<file path="src/rtl/mainfsm.sv">
// mainfsm: multicycle ARM main-decoder Moore FSM driving datapath selects and raw write strobes.
module mainfsm (
    input  logic       clk,
    input  logic       reset,
    input  logic [1:0] Op,
    input  logic [5:0] Funct,
    output logic       IRWrite,
    output logic       AdrSrc,
    output logic [1:0] ALUSrcA,
    output logic [1:0] ALUSrcB,
    output logic [1:0] ResultSrc,
    output logic       NextPC,
    output logic       RegW,
    output logic       MemW,
    output logic       Branch,
    output logic       ALUOp,
    output logic       Undef,
    output logic [3:0] State
);
    typedef enum logic [3:0] {
        FETCH    = 4'd0,
        DECODE   = 4'd1,
        MEMADR   = 4'd2,
        MEMRD    = 4'd3,
        MEMWB    = 4'd4,
        MEMWR    = 4'd5,
        EXECUTER = 4'd6,
        EXECUTEI = 4'd7,
        ALUWB    = 4'd8,
        BRANCH   = 4'd9,
        UNKNOWN  = 4'd10
    } state_t;
    logic [3:0] r_state;
    logic       w_unused;
    assign w_unused = ^Funct[4:1];
    assign State = r_state;
    always_ff @(posedge clk) begin
        if (reset)
            r_state <= FETCH;
        else
            case (r_state)
                FETCH:    r_state <= DECODE;
                DECODE:   r_state <= (Op == 2'b01) ? MEMADR :
                                     (Op == 2'b00) ? (Funct[5] ? EXECUTEI : EXECUTER) :
                                     (Op == 2'b10) ? BRANCH : UNKNOWN;
                MEMADR:   r_state <= Funct[0] ? MEMRD : MEMWR;
                MEMRD:    r_state <= MEMWB;
                EXECUTER: r_state <= ALUWB;
                EXECUTEI: r_state <= ALUWB;
                default:  r_state <= FETCH;
            endcase
    end
    // reset masks every output so a mid-instruction reset emits no partial strobe
    always_comb begin
        IRWrite   = 1'b0;
        AdrSrc    = 1'b0;
        ALUSrcA   = 2'b00;
        ALUSrcB   = 2'b00;
        ResultSrc = 2'b00;
        NextPC    = 1'b0;
        RegW      = 1'b0;
        MemW      = 1'b0;
        Branch    = 1'b0;
        ALUOp     = 1'b0;
        Undef     = 1'b0;
        if (!reset)
            case (r_state)
                FETCH: begin
                    IRWrite   = 1'b1;
                    NextPC    = 1'b1;
                    ALUSrcA   = 2'b01;
                    ALUSrcB   = 2'b10;
                    ResultSrc = 2'b10;
                end
                DECODE: begin
                    ALUSrcA   = 2'b01;
                    ALUSrcB   = 2'b10;
                    ResultSrc = 2'b10;
                end
                MEMADR:   ALUSrcB = 2'b01;
                MEMRD:    AdrSrc = 1'b1;
                MEMWB: begin
                    ResultSrc = 2'b01;
                    RegW      = 1'b1;
                end
                MEMWR: begin
                    AdrSrc = 1'b1;
                    MemW   = 1'b1;
                end
                EXECUTER: ALUOp = 1'b1;
                EXECUTEI: begin
                    ALUSrcB = 2'b01;
                    ALUOp   = 1'b1;
                end
                ALUWB:    RegW = 1'b1;
                BRANCH: begin
                    ALUSrcB   = 2'b01;
                    ResultSrc = 2'b10;
                    Branch    = 1'b1;
                end
                default:  Undef = 1'b1;
            endcase
    end
endmodule

</file>
<file path="config.mk">
export PLATFORM = sky130hd
export DESIGN_NAME = mainfsm
export DESIGN_NICKNAME = d
export VERILOG_FILES = /design/src/rtl/mainfsm.sv
export SDC_FILE = /design/constraint.sdc
export NUM_CORES = 1
export LEC_CHECK = 0
export ABC_CLOCK_PERIOD_IN_PS = 1800
export BUFFER_PORTS_ARGS = -buffer_cell sky130_fd_sc_hd__buf_4
export CORE_AREA = 2 2 39 41
export CTS_CLUSTER_SIZE = 24
export DETAILED_ROUTE_END_ITERATION = 8
export DIE_AREA = 0 0 41 43
export SLEW_MARGIN = 25
export SYNTH_ARGS = -nofsm -noshare
export SYNTH_HDL_FRONTEND = slang
export SYNTH_SLANG_ARGS = --single-unit
</file>
<file path="constraint.sdc">
create_clock -name clk -period 1.8 [get_ports clk]
set_input_delay 0.36 -clock clk [delete_from_list [all_inputs] [get_ports clk]]
set_output_delay 0.36 -clock clk [all_outputs]
set_load 0.01 [all_outputs]
</file>
## Word level (Yosys, flattened, before mapping)

Cells that the tools add are included.

- Register bits after elaboration: 4
- Input port bits: 10

- Equal/unequal tests: 11
- Reduce and logical (&&, ||, !) cells: 9
- Multiplexer cells: 26

Operators by type and width:

| cell | count |
|---|---|
| 4-bit case mux with 5 select lines | 1 |
| 1-bit 2-to-1 mux | 17 |
| 4-bit by 3-bit equality test with 1-bit output (second input constant) | 4 |
| 10-bit OR reduction | 1 |
| 4-bit by 2-bit equality test with 1-bit output (second input constant) | 2 |
| 4-bit equality test (second input constant) | 2 |
| 4-bit 2-to-1 mux | 2 |
| 2-bit case mux with 2 select lines | 2 |
| 2-bit OR reduction | 4 |
| 2-bit 2-to-1 mux | 3 |
| 3-bit OR reduction | 2 |
| 4-bit by 1-bit equality test with 1-bit output (second input constant) | 1 |
| 4-bit zero test | 1 |
| 3-bit 2-to-1 mux | 1 |
| 2-bit by 1-bit equality test with 1-bit output (second input constant) | 1 |
| 2-bit equality test (second input constant) | 1 |
| 2-bit zero test | 1 |

## Depth between registers and ports, before layout

Gate-level depths: netlist (run 1).

- Depth in word-level cells: 5
- Mapped depth: 4

## Worst setup path before layout (run 1)

Ideal clock, no wire load.

- Path kind: register to output
- From: register r_state[3], in the netlist State[3]
- To: output NextPC
- Data arrival time: 1.264 ns
- Buffers on the path: 2
- Stages on the path, launching flop included: 5
- Setup slack: 0.176 ns
- Cell sequence: dfxtp_1 buf_6 or3_4 nor3_2 buf_4

- Word-level cells in the longest chain between the ends: 3

RTL lines:

| element | RTL line | source |
|---|---|---|
| start, declared | 33 | `logic [3:0] r_state;` |
| start signal, assigned | 43 | `DECODE: r_state <= (Op == 2'b01) ? MEMADR :` |
| start signal, assigned | 46 | `MEMADR: r_state <= Funct[0] ? MEMRD : MEMWR;` |
| 4-bit zero test | - |  |
| 1-bit 2-to-1 mux (2 in series) | - |  |
| end, declared | 12 | `output logic NextPC,` |

No other way between the ends.

## Worst setup path after layout (run 1)

- From: register r_state[3], in the netlist State[3]
- To: output ResultSrc[1]

- Word-level cells in the longest chain between the ends: 4
- Elaborated cells between the ends (all ways): 7

RTL lines:

| element | RTL line | source |
|---|---|---|
| 4-bit equality test (tied with other cells) | 67 | `case (r_state)` |
| 3-bit OR reduction (no line) | - |  |
| 2-bit case mux with 2 select lines (*) | 67 |  |
| 2-bit 2-to-1 mux (*) | 66 | `if (!reset)` |
| end, declared | 11 | `output logic [1:0] ResultSrc,` |

Mark *: on every way between the ends. The rest lies on a longest branch, timed or not.

==> results.json, run 1 <==
{
  "run_status": "completed",
  "insertion_delay_ps": 230,
  "leakage_nw": 0.270,
  "fp.dieH_microns": 43,
  "power.density_nw_per_um2": 663,
  "synth_ff_type": "dfxtp_1",
  "min_path_type": "in2reg",
  "critPathLaunchType": "flip-flop",
  "required_ps": 1440,
  "largest_reg_flops": 4,
  "viasPerCell": 4.52,
  "setup_viol_count_final": 0,
  "cts_setup_buffers": 0,
  "synth_top_area_share": 0.213,
  "avgSynthCellArea_sq_um": 7.38,
  "cpMaxStageDelayCell": "dfxtp_1",
  "cts_hold_buf": 0,
  "antenna_cells": 0,
  "synth_xor_area_frac": 0.0465,
  "critPathArrivalTime_ps": 1320,
  "synth_edf_count": 0,
  "nNetsFinal": 85,
  "synth_mux_area_frac": 0,
  "cap_violations": 0,
  "synth_compound_area_frac": 0.120,
  "path_cells": "or2b_1 -> nor3_2 -> or2_1 -> buf_4",
  "grt_usage": 0.103,
  "fin_skew_ps": 1.41,
  "hpwl_microns": 720,
  "r2r_cells": 2,
  "hold_viol": 0,
  "overflow": 0,
  "cts_max_level": 1,
  "async_reset_ff_frac": 0,
  "die_x_microns": 41,
  "cts_tree": "built",
  "syn_area_sq_um": 377,
  "vias": 402,
  "syn_nets": 61,
  "place_area_sq_um": 541,
  "ys_types": 28,
  "power_mw": 0.373,
  "dieArea_sq_um": 1760,
  "cp_max_fo": 9,
  "syn_to_final_growth_pct": 49.5,
  "grt_max_degree": 13,
  "r2r_start": "State[3]",
  "r2r_slack_ps": 820,
  "grt_first_pass_wirelength_microns": 1220,
  "peakVddDrop_uv": 284,
  "ant_nets": 0,
  "final_cell_area_sq_um": 563,
  "worst_slack_ps": 116,
  "rsz0062_at_grt": "false",
  "cts_resized": 0,
  "wl_per_cell_microns": 9.94,
  "critical_path.max_stage_delay_ps": 460,
  "slew_viol_final": 0,
  "synth_top_family_by_area": "simple AND/OR/NAND/NOR gates",
  "drc": 0,
  "place_ws_ps": 250,
  "portBuffers": 22,
  "yosys.area_share.simple": 0.455,
  "ys_seq_area_frac": 0.213,
  "fmax_mhz": 594,
  "drtIter0Drc": 6,
  "hp-start": "reset",
  "wl_microns": 885,
  "hold_end": "State[3]",
  "fp.coreArea_sq_um": 1380,
  "dp.cells": 86,
  "clock_sinks": 4,
  "worstSetupPathType": "reg2out",
  "drive_above_1_share": 0.466,
  "synth_largest_area_cell": "dfxtp_1",
  "first_global_vias": 330,
  "yosysWarnings": 0,
  "clk_pin_slew_ps": 40,
  "row_count": 14,
  "first_pass_iters": 2,
  "worstReg2RegEnd": "State[2]",
  "cts_buffers": 3,
  "synthAdderAreaFrac": 0,
  "synthCells": 51,
  "ys_seq_elements": 4,
  "synthTopCellsByArea": "dfxtp_1 (21%), buf_4 (8.0%), nor2_1 (7.0%), nor3_2 (5.3%), a21oi_1 (4.0%)",
  "end_kind": "primary output",
  "finalNonFillerCells": 89,
  "start_util": 0.272,
  "fin_crit_ps": 1680,
  "tns_ps": 0,
  "root_buffer": "clkbuf_4",
  "routabilityCongestion": 0.708,
  "antenna_found_initial": 0,
  "ios": 28,
  "hold_depth": 2,
  "cts_buffer_depth": 2,
  "period_share": 0.936
}
[synthesized netlist by cell type, drive strengths merged, types with 2 or more instances]
cell	instances
a21oi	3
and3	2
buf	7
dfxtp	4
inv	2
nand2	2
nand2b	2
nand3	2
nor2	8
nor3	4
o21ai	3
[cell families (layout without fill, tap and decap cells)]
group / after synthesis / after routing
buffers and inverters: 9 / 31
DFF: 4 / 4
xor gates and xnor gates: 2 / 2
AOI/OAI and AO/OA: 8 / 8
other: 1 / 1
and+or+nand+nor: 27 / 27
[where the power goes]
part,switching [mW],internal [mW],leakage [nW]
Clock,0.0309,0.0742,0.0138
Combinational,0.0770,0.0815,0.223
Sequential,0.0123,0.0976,0.0329
Total,0.120,0.253,0.270
[metrics by stage]
stage / hold WS (ps) / util
floorplan: 436 / -
global placement: 573 / 0.391
global route: 354 / 0.407
detailed placement: 579 / 0.391
CTS: 336 / 0.407
finish: 342 / 0.407
[cell usage in the layout (no fill, tap or decap)]
| master | instances |
|---|---|
| a21oi_1 | 3 |
| a31oi_1 | 1 |
| and3_1 | 2 |
| buf_4 | 26 |
| clkbuf_4 | 3 |
| conb_1 | 1 |
| dfxtp_1 | 4 |
| inv_1 | 2 |
| nand2_1 | 2 |
| nand2b_1 | 1 |
| nand2b_4 | 1 |
| nand3_1 | 2 |
| nand3b_1 | 1 |
| nand4b_1 | 1 |
| nor2_1 | 7 |
| nor2_4 | 1 |
| nor2b_1 | 1 |
| nor3_1 | 2 |
| nor3_2 | 2 |
| nor4_1 | 1 |
| o21ai_0 | 3 |
| o31a_1 | 1 |
| or2_1 | 1 |
| or2b_1 | 1 |
| or3_4 | 1 |
| xnor2_1 | 1 |
| xor2_1 | 1 |
[layout make-up]
| class | instances | area (sq um) |
|---|---|---|
| clock buffers | 3 | 22.5 |
| flip-flops and latches | 4 | 80.1 |
| repair buffers | 26 | 195 |
| inverters | 2 | 7.51 |
| well taps | 16 | 20.0 |
| multi-input cells | 38 | 238 |
| fillers | 155 | 821 |
[layer usage]
| metal | part of all wire | global-route usage | up-vias |
|---|---|---|---|
| met4 | 0 | 0.0800 | 0 |
| li1 | - | - | 211 |
| met3 | 0.11 | 0.0157 | 0 |
| met1 | 0.43 | 0.103 | 174 |
| met5 | 0 | 0 | - |
| met2 | 0.46 | 0.175 | 17 |
[critical path, delay by kind of cell (launching register included)]
kind	cells	cell delay [ps]
flops	1	460
simple gates	3	530
buf+inv	1	110
[how the worst max path moves through the flow]
stage                        start            to  slack [ps]  cells after the start
final                     State[3]  ResultSrc[1]         120                      4
after global routing      State[3]  ResultSrc[1]           5                      4
after CTS                 State[3]  ResultSrc[1]          40                      4
after detailed placement     reset  ResultSrc[1]         250                      5
after global placement       reset  ResultSrc[1]         260                      5
after floorplan           State[3]        NextPC         180                      4
No activity file was read; power rests on OpenSTA's default activity.
==> run 2: changes to the inputs <==
--- a/config.mk
+++ b/config.mk
@@ -5,7 +5,7 @@
 export SDC_FILE = /design/constraint.sdc
 export NUM_CORES = 1
 export LEC_CHECK = 0
-export ABC_CLOCK_PERIOD_IN_PS = 1800
+export ABC_CLOCK_PERIOD_IN_PS = 2100
 export BUFFER_PORTS_ARGS = -buffer_cell sky130_fd_sc_hd__buf_4
 export CORE_AREA = 2 2 39 41
 export CTS_CLUSTER_SIZE = 24
==> constraint.sdc (replaced) <==
create_clock -name clk -period 2.1 [get_ports clk]
set_input_delay 0.42 -clock clk [delete_from_list [all_inputs] [get_ports clk]]
set_output_delay 0.42 -clock clk [all_outputs]
set_load 0.01 [all_outputs]
==> run 2 against run 1 <==
Net effect:
- cell area shrank 4.0%
- non-clock buffer count shrank 3
- critical path depth is the same
- sequential power shrank 4%
- count of clock-buffer cells in the layout is the same
==> results.json, run 2 (synthesized netlist as in run 1, its figures left out) <==
{
  "fin_util": 0.391,
  "drc": 0,
  "critical_path.top_delay_family": "simple AND/OR/NAND/NOR gates",
  "required_ps": 1680,
  "critPathLaunchType": "flip-flop",
  "r2r_cells": 4,
  "hold_depth": 2,
  "tns_ps": 0,
  "root_buffer": "clkbuf_4",
  "cpMaxStageDelayCell": "or3_4",
  "grt_usage": 0.110,
  "hpwl_microns": 685,
  "wl_per_cell_microns": 10.4,
  "final_cell_area_sq_um": 541,
  "cp_max_fo": 13,
  "largest_reg_flops": 4,
  "rsz0062_at_grt": "false",
  "portBuffers": 22,
  "syn_to_final_growth_pct": 43.5,
  "clock_sinks": 4,
  "ios": 28,
  "insertion_delay_ps": 230,
  "worstSetupPathType": "reg2out",
  "min_path_type": "in2reg",
  "fmax_mhz": 536,
  "cap_violations": 0,
  "place_area_sq_um": 518,
  "hold_ws_ps": 405,
  "fin_crit_ps": 1860,
  "cts_resized": 0,
  "setup_viol_count_final": 0,
  "grt_max_degree": 14,
  "antenna_cells": 0,
  "fp.coreArea_sq_um": 1380,
  "cts_max_level": 1,
  "antenna_found_initial": 0,
  "ant_nets": 0,
  "nNetsFinal": 82,
  "cts_buffers": 3,
  "power_mw": 0.312,
  "run_status": "completed",
  "dieArea_sq_um": 1760,
  "hold_viol": 0,
  "fp.dieH_microns": 43,
  "power.density_nw_per_um2": 578,
  "leakage_nw": 0.255,
  "critPathArrivalTime_ps": 1440,
  "crit_buf_inv": 1,
  "slew_viol_final": 0,
  "drive_above_1_share": 0.443,
  "cts_buffer_depth": 2,
  "r2r_slack_ps": 960,
  "first_global_vias": 302,
  "cts_hold_buf": 0,
  "vias": 383,
  "first_pass_iters": 4,
  "die_x_microns": 41,
  "viasPerCell": 4.45,
  "cts_setup_buffers": 0,
  "period_share": 0.888,
  "critical_path.max_stage_delay_ps": 470,
  "end_kind": "primary output",
  "cp_num_cells": 4,
  "most-common-layout-cells": "buf_4 (23), nor2_1 (7), dfxtp_1 (4)",
  "drtIter0Drc": 3,
  "start_util": 0.272,
  "routabilityCongestion": 0.704,
  "cts_tree": "built",
  "path_cells": "or3_4 -> nor2_4 -> or2_1 -> buf_4",
  "grt_first_pass_wirelength_microns": 1320,
  "row_count": 14,
  "wl_microns": 897,
  "clk_pin_slew_ps": 40,
  "fin_skew_ps": 4.33,
  "peakVddDrop_uv": 261,
  "mostFrequentLayoutCell": "buf_4",
  "overflow": 0
}
-- run 2: cell count changes in the layout (fill, tap and decap cells not counted) --
cell	change
buf_4	-3
-- run 2: final timing paths --
path | startpoint | to
setup reg to reg | State[1] | State[3]
setup / recovery | State[2] | ResultSrc[1]
hold / removal | reset | State[3]
hold reg to reg | State[3] | State[3]
-- run 2: final cells by class --
| class | instances | area (sq um) |
|---|---|---|
| timing repair buffer | 23 | 173 |
| tap | 16 | 20.0 |
| sequential | 4 | 80.1 |
| clock buffer | 3 | 22.5 |
| inverter | 2 | 7.51 |
| multi-input combinational | 38 | 238 |
| fill | 157 | 843 |
-- run 2: per-stage QoR --
stage / std cells / worst slack [ps]
after floorplan: 51 / 416
after CTS: 86 / 212
final: 86 / 235
after detailed placement: 83 / 431
after global routing: 86 / 84.0
after global placement: 83 / 435
-- run 2: metal layers --
layer | vias up | GRT usage | share of wire
li1 | 209 | - | -
met1 | 157 | 0.138 | 0.45
met2 | 17 | 0.153 | 0.45
met3 | 0 | 0.0314 | 0.098
met4 | 0 | 0.0800 | 0
met5 | - | 0 | 0
-- run 2: report_power, final --
part	internal, mW	total, mW	switching [mW]	leakage [nW]
clock network	0.0636	0.0906	0.0270	0.0138
logic	0.0628	0.116	0.0533	0.208
registers	0.0836	0.106	0.0220	0.0329
total	0.210	0.312	0.102	0.255
-- run 2: worst reg2reg max path, stage by stage, from the launching register on --
cell and delay [ps]:
dfxtp_1 520, buf_4 230, nand2_1 60, o31a_1 110
nor3_1 130
